`src/rtl/button_event_arbiter.sv`:
```
// Per-button press/long/repeat/release event generator with one pending slot per
// button and a round-robin arbitrated output register. Define BTN_AUTO_REPEAT_EN for auto-repeat.
module button_event_arbiter #(
  parameter int IDW      = 2,
  parameter int LONG_CYC = 50000000,
  parameter int REP_CYC  = 10000000,
  parameter int CNT_W    = 27
) (
  input  logic                clock,
  input  logic                reset,
  input  logic [2**IDW-1:0]   btn,
  input  logic                ev_ready,
  output logic                ev_valid,
  output logic [IDW-1:0]      ev_id,
  output logic [1:0]          ev_code,
  output logic [2**IDW-1:0]   held,
  output logic                overflow
);

  localparam int N       = 2**IDW;
  localparam int MAX_CYC = (LONG_CYC > REP_CYC) ? LONG_CYC : REP_CYC;

  localparam logic [1:0] EV_PRESS   = 2'b00;
  localparam logic [1:0] EV_LONG    = 2'b01;
  localparam logic [1:0] EV_REPEAT  = 2'b10;
  localparam logic [1:0] EV_RELEASE = 2'b11;

  localparam logic [CNT_W-1:0] LONG_LAST = CNT_W'(LONG_CYC - 1);
`ifdef BTN_AUTO_REPEAT_EN
  localparam logic [CNT_W-1:0] REP_LAST  = CNT_W'(REP_CYC - 1);
`endif

  // The counter must reach the larger of the two terminal counts.
  if (CNT_W < $clog2(MAX_CYC)) begin : g_cnt_w_too_small
    $error("button_event_arbiter: CNT_W cannot hold max(LONG_CYC, REP_CYC)");
  end

  typedef enum logic [1:0] {
    ST_UP   = 2'b00,
    ST_DOWN = 2'b01,
    ST_HELD = 2'b10
  } state_t;

  logic [N-1:0]     btn_q;
  state_t           state    [N];
  state_t           state_nx [N];
  logic [CNT_W-1:0] cnt      [N];
  logic [CNT_W-1:0] cnt_nx   [N];
  logic [N-1:0]     raise;
  logic [1:0]       raise_code [N];

  logic [N-1:0]     pend_v;
  logic [1:0]       pend_code [N];
  logic [IDW-1:0]   last_gnt;
  logic [IDW-1:0]   pick_id;
  logic             pick_found;
  logic             load;
  logic [N-1:0]     grant_vec;

  always_ff @(posedge clock or posedge reset) begin
    if (reset) begin
      btn_q <= '0;
      for (int i = 0; i < N; i++) begin
        state[i] <= ST_UP;
        cnt[i]   <= '0;
      end
    end else begin
      btn_q <= btn;
      for (int i = 0; i < N; i++) begin
        state[i] <= state_nx[i];
        cnt[i]   <= cnt_nx[i];
      end
    end
  end

  // Release is tested first in DOWN and HELD so it always beats a counter event.
  always_comb begin
    for (int i = 0; i < N; i++) begin
      state_nx[i]   = state[i];
      cnt_nx[i]     = cnt[i];
      raise[i]      = 1'b0;
      raise_code[i] = EV_PRESS;
      case (state[i])
        ST_UP: begin
          if (btn_q[i]) begin
            state_nx[i]   = ST_DOWN;
            raise[i]      = 1'b1;
            raise_code[i] = EV_PRESS;
            cnt_nx[i]     = '0;
          end
        end
        ST_DOWN: begin
          if (!btn_q[i]) begin
            state_nx[i]   = ST_UP;
            raise[i]      = 1'b1;
            raise_code[i] = EV_RELEASE;
            cnt_nx[i]     = '0;
          end else if (cnt[i] == LONG_LAST) begin
            state_nx[i]   = ST_HELD;
            raise[i]      = 1'b1;
            raise_code[i] = EV_LONG;
            cnt_nx[i]     = '0;
          end else begin
            cnt_nx[i] = cnt[i] + 1'b1;
          end
        end
        ST_HELD: begin
          if (!btn_q[i]) begin
            state_nx[i]   = ST_UP;
            raise[i]      = 1'b1;
            raise_code[i] = EV_RELEASE;
            cnt_nx[i]     = '0;
`ifdef BTN_AUTO_REPEAT_EN
          end else if (cnt[i] == REP_LAST) begin
            raise[i]      = 1'b1;
            raise_code[i] = EV_REPEAT;
            cnt_nx[i]     = '0;
          end else begin
            cnt_nx[i] = cnt[i] + 1'b1;
          end
`else
          end else begin
            cnt_nx[i] = '0;
          end
`endif
        end
        default: begin
          state_nx[i] = ST_UP;
          cnt_nx[i]   = '0;
        end
      endcase
    end
  end

  always_comb begin
    for (int i = 0; i < N; i++) begin
      held[i] = (state[i] == ST_HELD);
    end
  end

  // Round-robin search starts one past the last granted index and wraps naturally.
  always_comb begin
    pick_found = 1'b0;
    pick_id    = last_gnt;
    for (int k = 1; k <= N; k++) begin
      if (!pick_found && pend_v[last_gnt + IDW'(k)]) begin
        pick_found = 1'b1;
        pick_id    = last_gnt + IDW'(k);
      end
    end
  end

  assign load = !ev_valid || ev_ready;

  always_comb begin
    for (int i = 0; i < N; i++) begin
      grant_vec[i] = load && pick_found && (pick_id == IDW'(i));
    end
  end

  // A granted slot may be refilled on the same edge; only a full, ungranted slot drops.
  always_ff @(posedge clock or posedge reset) begin
    if (reset) begin
      pend_v   <= '0;
      overflow <= 1'b0;
      for (int i = 0; i < N; i++) begin
        pend_code[i] <= EV_PRESS;
      end
    end else begin
      for (int i = 0; i < N; i++) begin
        if (raise[i]) begin
          if (pend_v[i] && !grant_vec[i]) begin
            overflow <= 1'b1;
          end else begin
            pend_v[i]    <= 1'b1;
            pend_code[i] <= raise_code[i];
          end
        end else if (grant_vec[i]) begin
          pend_v[i] <= 1'b0;
        end
      end
    end
  end

  always_ff @(posedge clock or posedge reset) begin
    if (reset) begin
      ev_valid <= 1'b0;
      ev_id    <= '0;
      ev_code  <= EV_PRESS;
      last_gnt <= '1;
    end else if (load) begin
      if (pick_found) begin
        ev_valid <= 1'b1;
        ev_id    <= pick_id;
        ev_code  <= pend_code[pick_id];
        last_gnt <= pick_id;
      end else begin
        ev_valid <= 1'b0;
      end
    end
  end

endmodule
```
`config.mk`:
```
export PLATFORM = sky130hd
export DESIGN_NAME = button_event_arbiter
export DESIGN_NICKNAME = d
export VERILOG_FILES = /design/src/rtl/button_event_arbiter.sv
export SDC_FILE = /design/constraint.sdc
export NUM_CORES = 1
export LEC_CHECK = 0
export BUFFER_PORTS_ARGS = -buffer_cell sky130_fd_sc_hd__buf_2
export CAP_MARGIN = 15
export CORE_ASPECT_RATIO = 1.2
export CORE_MARGIN = 2
export CORE_UTILIZATION = 35
export CTS_BUF_LIST = sky130_fd_sc_hd__clkbuf_4 sky130_fd_sc_hd__clkbuf_8
export CTS_CLUSTER_DIAMETER = 30
export DETAILED_ROUTE_END_ITERATION = 8
export GPL_ROUTABILITY_DRIVEN = 0
export PLACE_DENSITY = 0.54
export SLEW_MARGIN = 40
export SYNTH_ARGS = -nofsm -noshare
export SYNTH_HDL_FRONTEND = slang
export SYNTH_SLANG_ARGS = --single-unit
```
`constraint.sdc`:
```
create_clock -name clock -period 7.2 [get_ports clock]
set_clock_uncertainty 0.2 [all_clocks]
set_input_delay 0.72 -clock clock [delete_from_list [all_inputs] [get_ports clock]]
set_output_delay 0.72 -clock clock [all_outputs]
set_load 0.005 [all_outputs]
```
======== Yosys cells after proc, flatten, opt, wreduce, memory -nomap -nowiden ========
Cells that the tools add are included.
operators by class
  add/sub/neg operators ................... 7
  order comparisons ....................... 5
  eq/ne operators ......................... 31
  muxes and demuxes ....................... 112
  bitwise logic cells ..................... 5
  reduce and logical (&&, ||, !) cells .... 43
operators with widths
  cell                                                number
  two-way mux 27 bit                                  12
  one-hot mux 27 bit (2 select lines)                 4
  adder 27 x 1 -> 27 bit, second input constant       4
  == test 27 x 26 -> 1 bit, second input constant     4
  two-way mux 2 bit                                   30
  two-way mux 1 bit                                   49
  inequality test 2 bit, second input constant        12
  one-hot mux 2 bit (3 select lines)                  4
  AND reduction 2 bit                                 9
  one-hot mux 2 bit (2 select lines)                  4
  == test 2 bit, second input constant                6
  logical AND 1 bit                                   12
  < comparator 2 x 3 -> 1 bit, second input constant  4
  inequality test 3 bit, second input constant        4
  one-hot mux 1 bit (3 select lines)                  4
  AND reduction 3 bit                                 4
  == test 2 x 1 -> 1 bit, second input constant       5
  logical NOT 2 bit                                   5
  binary-select mux 1 bit (select 2 bit)              4
  logical NOT 1 bit                                   8
  nonzero test 2 bit                                  4
  adder 2 bit, second input constant                  2
  binary-select mux 2 bit (select 2 bit)              1
  NOT 1 bit                                           4
  4 further kinds                                     4
storage, ports and cells
  register bits ........................... 140
  input bits .............................. 7
  logic and storage cells ................. 225

======== Depth between registers and ports, before layout ========
Gate-level depths: netlist of run 1.
  depth after elaboration ................. 25
  gate-level depth with buffers ........... 10

======== Worst setup path after synthesis of run 1 ========
Ideal clock, no wire load.
  path kind ............................... register to register
  from .................................... register state[6] (netlist bit)
  to ...................................... register cnt[102] (netlist bit)
  setup time .............................. 0.119 ns
  arrival time ............................ 2.136 ns
  required time ........................... 6.881 ns
  slack ................................... 4.745 ns
  stages on the path, launching flop included .. 11
  path buffers ............................ 2
  cell sequence ........................... dfrtp_1 -> inv_1 -> ha_1 -> nor2b_4 -> buf_6 -> or4_4 -> buf_6 -> nor4_4 -> nand3_1 -> xor2_1 -> nor2_2
on the way
  cells in the longest elaborated chain, start to end .. 2
ends and longest elaborated chain
  item                                                                                 line  RTL
  from (decl)                                                                          45    state_t state [N];
  from (signal, indexed assignment)                                                    70    state[i] <= state_nx[i];
  == test 2 x 1 -> 1 bit / logical NOT 2 bit (equally long branches)                   83    case (state[i])
  one-hot mux 27 bit (2 select lines) / inequality test 2 bit (equally long branches)  --
  to (signal, indexed assignment)                                                      71    cnt[i] <= cnt_nx[i];
  to (decl)                                                                            47    logic [CNT_W-1:0] cnt [N];
Parallel ways exist; a longest one is shown, timed or not.
A chain may end at the register's enable or synchronous reset.

======== Worst setup path in the final report of run 1 ========
  from .................................... register cnt[62] (netlist bit)
  to ...................................... register cnt[71] (netlist bit)
on the way
  cells in the longest elaborated chain, start to end .. 4
ends and longest elaborated chain
  item                                                                       line     RTL
  adder 27 x 1 -> 27 bit / == test 27 x 26 -> 1 bit (equally long branches)  104, 98
  two-way mux 27 bit *                                                       98       end else if (cnt[i] == LONG_LAST) begin
  two-way mux 27 bit *                                                       93       if (!btn_q[i]) begin
  one-hot mux 27 bit (2 select lines) *                                      83
Every way passes the cells marked *; elsewhere a longest branch is shown, timed or not.

==> impl_metrics.json, run 1 <==
{
  "num_rows": 58,
  "gr-usage-all-layers": 0.1456,
  "pin_count": 17,
  "cts_sinks": 140,
  "path_clk_slew_ns": 0.08,
  "dr.first_iter.drc_count": 322,
  "grt_pass1_wl_um": 26230,
  "post_cts_buffers": 0,
  "fin_crit_sh": 0.3761,
  "leakage_nw": 3.391,
  "syn_inst": 780,
  "diodes": 0,
  "power_w": 0.002259,
  "cts-resized-gates": 0,
  "avgSynthCellArea_um2": 9.552,
  "worst_r2r_path_depth": 6,
  "htreeDepth": 4,
  "multi_input_area_um2": 3744,
  "status": "finished, final reports clean",
  "crit_arrival_ns": 2.85,
  "nets": 825,
  "period_needed_ns": 2.708,
  "yosysWarningCount": 0,
  "antenna_found_initial": 0,
  "hp-class": "in -> async",
  "initial_utilization": 0.3565,
  "ctsRootBufferMaster": "clkbuf_8",
  "timing.rr.end": "cnt[71]",
  "numPortBuffers": 16,
  "rsz0062_at_grt": "no",
  "fillers": 2135,
  "r2r_start": "cnt[62]",
  "grt_max_degree": 84,
  "cp-end-kind": "flip-flop",
  "final_common_cell": "dfrtp_1",
  "tritoncts": "done",
  "synth_cell_types": 71,
  "firstDrtPassIters": 4,
  "cap_violations": 0,
  "synth_edf_count": 0,
  "vdd_ir_drop_max_v": 0.0001320,
  "max_slew_margin": 0.5228,
  "hold_violations": 0,
  "criticalPathCategory": "reg -> reg",
  "area_growth_pct": 10.18,
  "die_y_um": 163.8,
  "die_area_um2": 22480,
  "cp_max_fo": 17,
  "ant_nets": 0,
  "hold_slack_ns": 0.1488,
  "yosysSeqAreaShare": 0.4705,
  "crit_path_start_kind": "flip-flop",
  "clk-insertion-delay-late_ns": 0.46,
  "synth-seq-cells": 140,
  "cp.required_ns": 7.34,
  "grt_pass1_vias": 5334,
  "route.detailed.drc": 0,
  "core-area_um2": 20900,
  "holdBufCountCts": 0,
  "hpwl_um": 10200,
  "r2r_setup_slack_ns": 4.49,
  "cts_buffer_depth": 2,
  "post_route_cells_drive_above_1_share": 0.1038,
  "tns_ns": 0,
  "numCtsBuffers": 17,
  "layout_common_cells": "138 x dfrtp_1, 113 x nor2_1, 75 x nand2_1",
  "ff_latch_area_um2": 3506,
  "setup_viol": 0,
  "synthArstFlopShare": 1.000,
  "dr_total_vias": 5467,
  "final_max_slew_viol_count": 0,
  "fmax_mhz": 369.3,
  "syn_nets": 807,
  "stdcell_area_um2": 8209,
  "die_w_um": 137.2,
  "wl_per_cell_um": 14.04,
  "syn_area_um2": 7451,
  "vias_per_cell": 5.067,
  "tightestPinTransition_ns": 0.7158,
  "power_density_nw_per_um2": 275.1,
  "wl_um": 15150,
  "grt_overflow": 0,
  "ys.flop_type": "dfrtp_1",
  "placed_area_um2": 7785
}
==> sequential cells by signal, indices dropped and copies added, names as in the netlist, 2 cells and up <==
name	count
state	8
pend_v	4
pend_code	8
ev_code	2
ev_id	2
btn_q	4
cnt	108
last_gnt	2
==> layer usage <==
metal / share of wire / global-route usage / wire, um / vias up
met3: 0.030 / 0.03580 / 460 / 17
met4: 0.014 / 0.04358 / 206 / 0
met5: 0 / 0 / 0 / -
met2: 0.47 / 0.2325 / 7059 / 56
met1: 0.49 / 0.1953 / 7420 / 2640
li1: - / - / - / 2754
==> cell usage after synthesis, types with 7 or more instances <==
cell type / n / area share
or3_1: 10 / 0.0084
nor2b_1: 8 / 0.0067
nor2_1: 114 / 0.057
a21oi_1: 18 / 0.012
xnor2_1: 30 / 0.035
mux2i_1: 7 / 0.0094
dfrtp_1: 138 / 0.46
xor2_1: 51 / 0.060
nand2b_1: 10 / 0.0084
buf_2: 7 / 0.0047
nor4_1: 8 / 0.0067
nand3_1: 35 / 0.024
nand2_1: 75 / 0.038
and3_1: 13 / 0.011
clkbuf_1: 7 / 0.0035
nor3_1: 16 / 0.011
nand4_1: 32 / 0.027
ha_1: 20 / 0.034
inv_1: 29 / 0.015
o21ai_0: 47 / 0.032
==> through the flow <==
| step | worst slack (ns) | cells | utilization |
|---|---|---|---|
| after floorplan | 2.530 | 780 | - |
| after CTS | 4.409 | 1079 | 0.3919 |
| after global routing | 4.229 | 1079 | 0.3928 |
| after detailed placement | 4.403 | 1049 | 0.3725 |
| final | 4.492 | 1079 | 0.3928 |
| after global placement | 4.445 | 1049 | 0.3721 |
==> worst max-delay path, stage by stage, from the launching register on <==
cell      delay (ns)
dfrtp_1         0.44
nor4b_1         0.37
nand4_1         0.19
o311ai_2        0.52
and2_0          0.47
buf_4           0.32
nor2_1          0.08
==> worst max-delay path by stage <==
stage | from | slack, ns | depth (start not counted) | endpoint
floorplan | reset | 2.53 | 1 | btn_q[0]
global placement | cnt[0] | 4.44 | 7 | state[1]
detailed placement | cnt[51] | 4.40 | 6 | cnt[47]
CTS | cnt[51] | 4.41 | 6 | cnt[47]
global route | cnt[62] | 4.23 | 6 | cnt[61]
finish | cnt[62] | 4.49 | 6 | cnt[71]
==> power breakdown <==
| group | total [W] | switching, W | internal [W] | leakage (nW) |
|---|---|---|---|---|
| sequential | 0.000944 | 0.0000741 | 0.000870 | 1.89 |
| combinational | 0.000651 | 0.000412 | 0.000240 | 1.30 |
| clock | 0.000664 | 0.000308 | 0.000356 | 0.199 |
| total | 0.00226 | 0.000794 | 0.00147 | 3.39 |
==> cell families after synthesis <==
| kind of cell | Yosys count | synth area share |
|---|---|---|
| buffers and inverters | 48 | 0.02989 |
| AND/OR/NAND/NOR | 366 | 0.2564 |
| XOR/XNOR | 81 | 0.09521 |
| adder cells (fa/ha/maj) | 20 | 0.03359 |
| AO/OA/AOI/OAI | 114 | 0.09891 |
| flip-flops | 140 | 0.4705 |
| multiplexers | 11 | 0.01545 |
==> layout make-up <==
type                       instances  area share
clock inverter                    11     0.01768
inverter                          29     0.01417
tap                              270     0.04115
sequential                       140      0.4271
timing repair buffer              18     0.01204
multi-input combinational        592      0.4560
clock buffer                      19     0.03185
Power figures use the tool's default switching activity.
==> run 2, diff against run 1 <==
--- a/config.mk
+++ b/config.mk
@@ -14,7 +14,7 @@
 export CTS_CLUSTER_DIAMETER = 30
 export DETAILED_ROUTE_END_ITERATION = 8
 export GPL_ROUTABILITY_DRIVEN = 0
-export PLACE_DENSITY = 0.54
+export PLACE_DENSITY = 0.55
 export SLEW_MARGIN = 40
 export SYNTH_ARGS = -nofsm -noshare
 export SYNTH_HDL_FRONTEND = slang
==> constraint.sdc (replaced) <==
create_clock -name clock -period 2.3 [get_ports clock]
set_clock_uncertainty 0.2 [all_clocks]
set_input_delay 0.23 -clock clock [delete_from_list [all_inputs] [get_ports clock]]
set_output_delay 0.23 -clock clock [all_outputs]
set_load 0.005 [all_outputs]
==> impl_metrics.json, run 2 (synthesis results as in run 1) <==
{
  "slowest_delay_ns": 0.39,
  "final_max_slew_viol_count": 0,
  "wl_um": 15610,
  "core-area_um2": 20900,
  "dr_total_vias": 5719,
  "rsz0062_at_grt": "yes",
  "path_cells": "inv_1, ha_1, nor2b_1, or3_4, nand3b_1, buf_4, nor2_1, xnor2_1, nor2_1",
  "r2r_start": "state[1]",
  "criticalPathCategory": "reg -> reg",
  "post_route_cells_drive_above_1_share": 0.1939,
  "setup_viol": 0,
  "numCtsBuffers": 17,
  "wl_per_cell_um": 13.55,
  "layout_common_cells": "138 x dfrtp_1, 114 x nor2_1, 75 x nand2_1",
  "hold_violations": 0,
  "ctsRootBufferMaster": "clkbuf_8",
  "leakage_nw": 3.830,
  "die_area_um2": 22480,
  "cts_buffer_depth": 2,
  "cap_violations": 0,
  "htreeDepth": 4,
  "fin_crit_sh": 0.9619,
  "die_w_um": 137.2,
  "final_common_cell": "dfrtp_1",
  "cp_max_fo": 4,
  "route.detailed.drc": 0,
  "top_register": "cnt",
  "r2r_setup_slack_ns": 0.09,
  "die_y_um": 163.8,
  "power_density_nw_per_um2": 887.6,
  "tritoncts": "done",
  "period_needed_ns": 2.212,
  "cp.depth": 9,
  "grt_overflow": 0,
  "vdd_ir_drop_max_v": 0.0004293,
  "final_util": 0.4304,
  "status": "finished, final reports clean",
  "pin_count": 17,
  "nets": 896,
  "hp-class": "in -> async",
  "cp-end-kind": "flip-flop",
  "hold_slack_ns": 0.1261,
  "area_growth_pct": 20.72,
  "crit_path_start_kind": "flip-flop",
  "grt_pass1_vias": 5658,
  "final_cells": 1152,
  "placedCellCount": 1107,
  "cts_sinks": 140,
  "cp_slowest_cell": "or3_4",
  "cp_common_cell": "nor2_1",
  "gr-usage-all-layers": 0.1492,
  "largestRegisters": "cnt: 108 flops, pend_code: 8 flops, state: 8 flops",
  "cp_top_family": "simple AND/OR/NAND/NOR gates",
  "path_clk_slew_ns": 0.08,
  "ant_nets": 0,
  "num_rows": 58,
  "clk-insertion-delay-late_ns": 0.46,
  "vias_per_cell": 4.964,
  "max_slew_margin": 0.6383,
  "numPortBuffers": 16,
  "antenna_found_initial": 0,
  "fmax_mhz": 452.0,
  "tightestPinTransition_ns": 0.5414,
  "initial_utilization": 0.3565,
  "firstDrtPassIters": 4,
  "grt_pass1_wl_um": 26880,
  "hpwl_um": 10980,
  "worst_r2r_path_depth": 9,
  "fillers": 2066,
  "diodes": 0,
  "largest_register_ffs": 108,
  "crit_arrival_ns": 2.35,
  "cp.required_ns": 2.44,
  "grt_max_degree": 48,
  "timing.rr.end": "cnt[24]",
  "critPathBufInv": 2,
  "dr.first_iter.drc_count": 230
}
## run 2: changes by cell type in the layout (fill, tap and decap cells not counted), moves of 3 or more
cell / delta
or3_4: +3
inv_6: +3
or3_1: -3
bufinv_16: +3
buf_12: +4
dlygate4sd3_1: +6
buf_4: +62
## run 2: through the flow
| stage | total power [W] | cell area, um^2 | TNS [ns] | setup WS (ns) |
|---|---|---|---|---|
| after floorplan | 0.004586 | 7470 | 0 | 0.002996 |
| after global placement | 0.005455 | 8274 | 0 | 0.05811 |
| after detailed placement | 0.005467 | 8274 | 0 | 0.01283 |
| after CTS | 0.007994 | 8841 | 0 | 0.03814 |
| after global routing | 0.008537 | 8995 | -0.04001 | -0.01974 |
| final | 0.007984 | 8995 | 0 | 0.08768 |
## run 2: worst max-delay path by stage
stage / startpoint / end / slack, ns
after floorplan: state[6] / cnt[102] / 0.003
after global placement: state[1] / cnt[26] / 0.06
after detailed placement: state[1] / cnt[26] / 0.01
after CTS: state[1] / cnt[26] / 0.04
after global routing: state[1] / cnt[24] / -0.02
final: state[1] / cnt[24] / 0.09
## run 2: final cells by class
cell class                      count  area [um^2]  area share
Multi-Input combinational cell    592         3854      0.4284
Sequential cell                   140         3506      0.3898
Timing Repair Buffer               89        693.2     0.07706
Tap cell                          270        337.8     0.03756
Clock buffer                       19        255.2     0.02838
Clock inverter                     13        236.5     0.02629
Inverter                           29        112.6     0.01252
## run 2: worst register-to-register path, cell delays in order (launching register included)
cell and delay, ns:
dfrtp_1 0.36, inv_1 0.07, ha_1 0.20, nor2b_1 0.17
or3_4 0.39, nand3b_1 0.21, buf_4 0.18, nor2_1 0.12
xnor2_1 0.14, nor2_1 0.05
## run 2: routing by layer
metal  global-route usage  vias up  part of all wire
met5                    0        -                 0
met4              0.05670        0             0.015
met3              0.03364       14             0.021
met2               0.2442       45              0.49
met1               0.1916     2763              0.48
li1                     -     2897                 -
## run 2: report_power, final
group | switching (W) | internal [W] | leakage (nW)
clock | 0.00102 | 0.00145 | 0.245
sequential | 0.000212 | 0.00272 | 1.89
combinational | 0.00142 | 0.00115 | 1.70
## run 2: repair_timing
action                     4_1_cts  5_1_grt
hold endpoints to repair        88        0
buffers inserted                 2        5
pin swaps                        0        7
hold buffers                     6        0
resized for setup                0       27
setup endpoints to repair        2       56
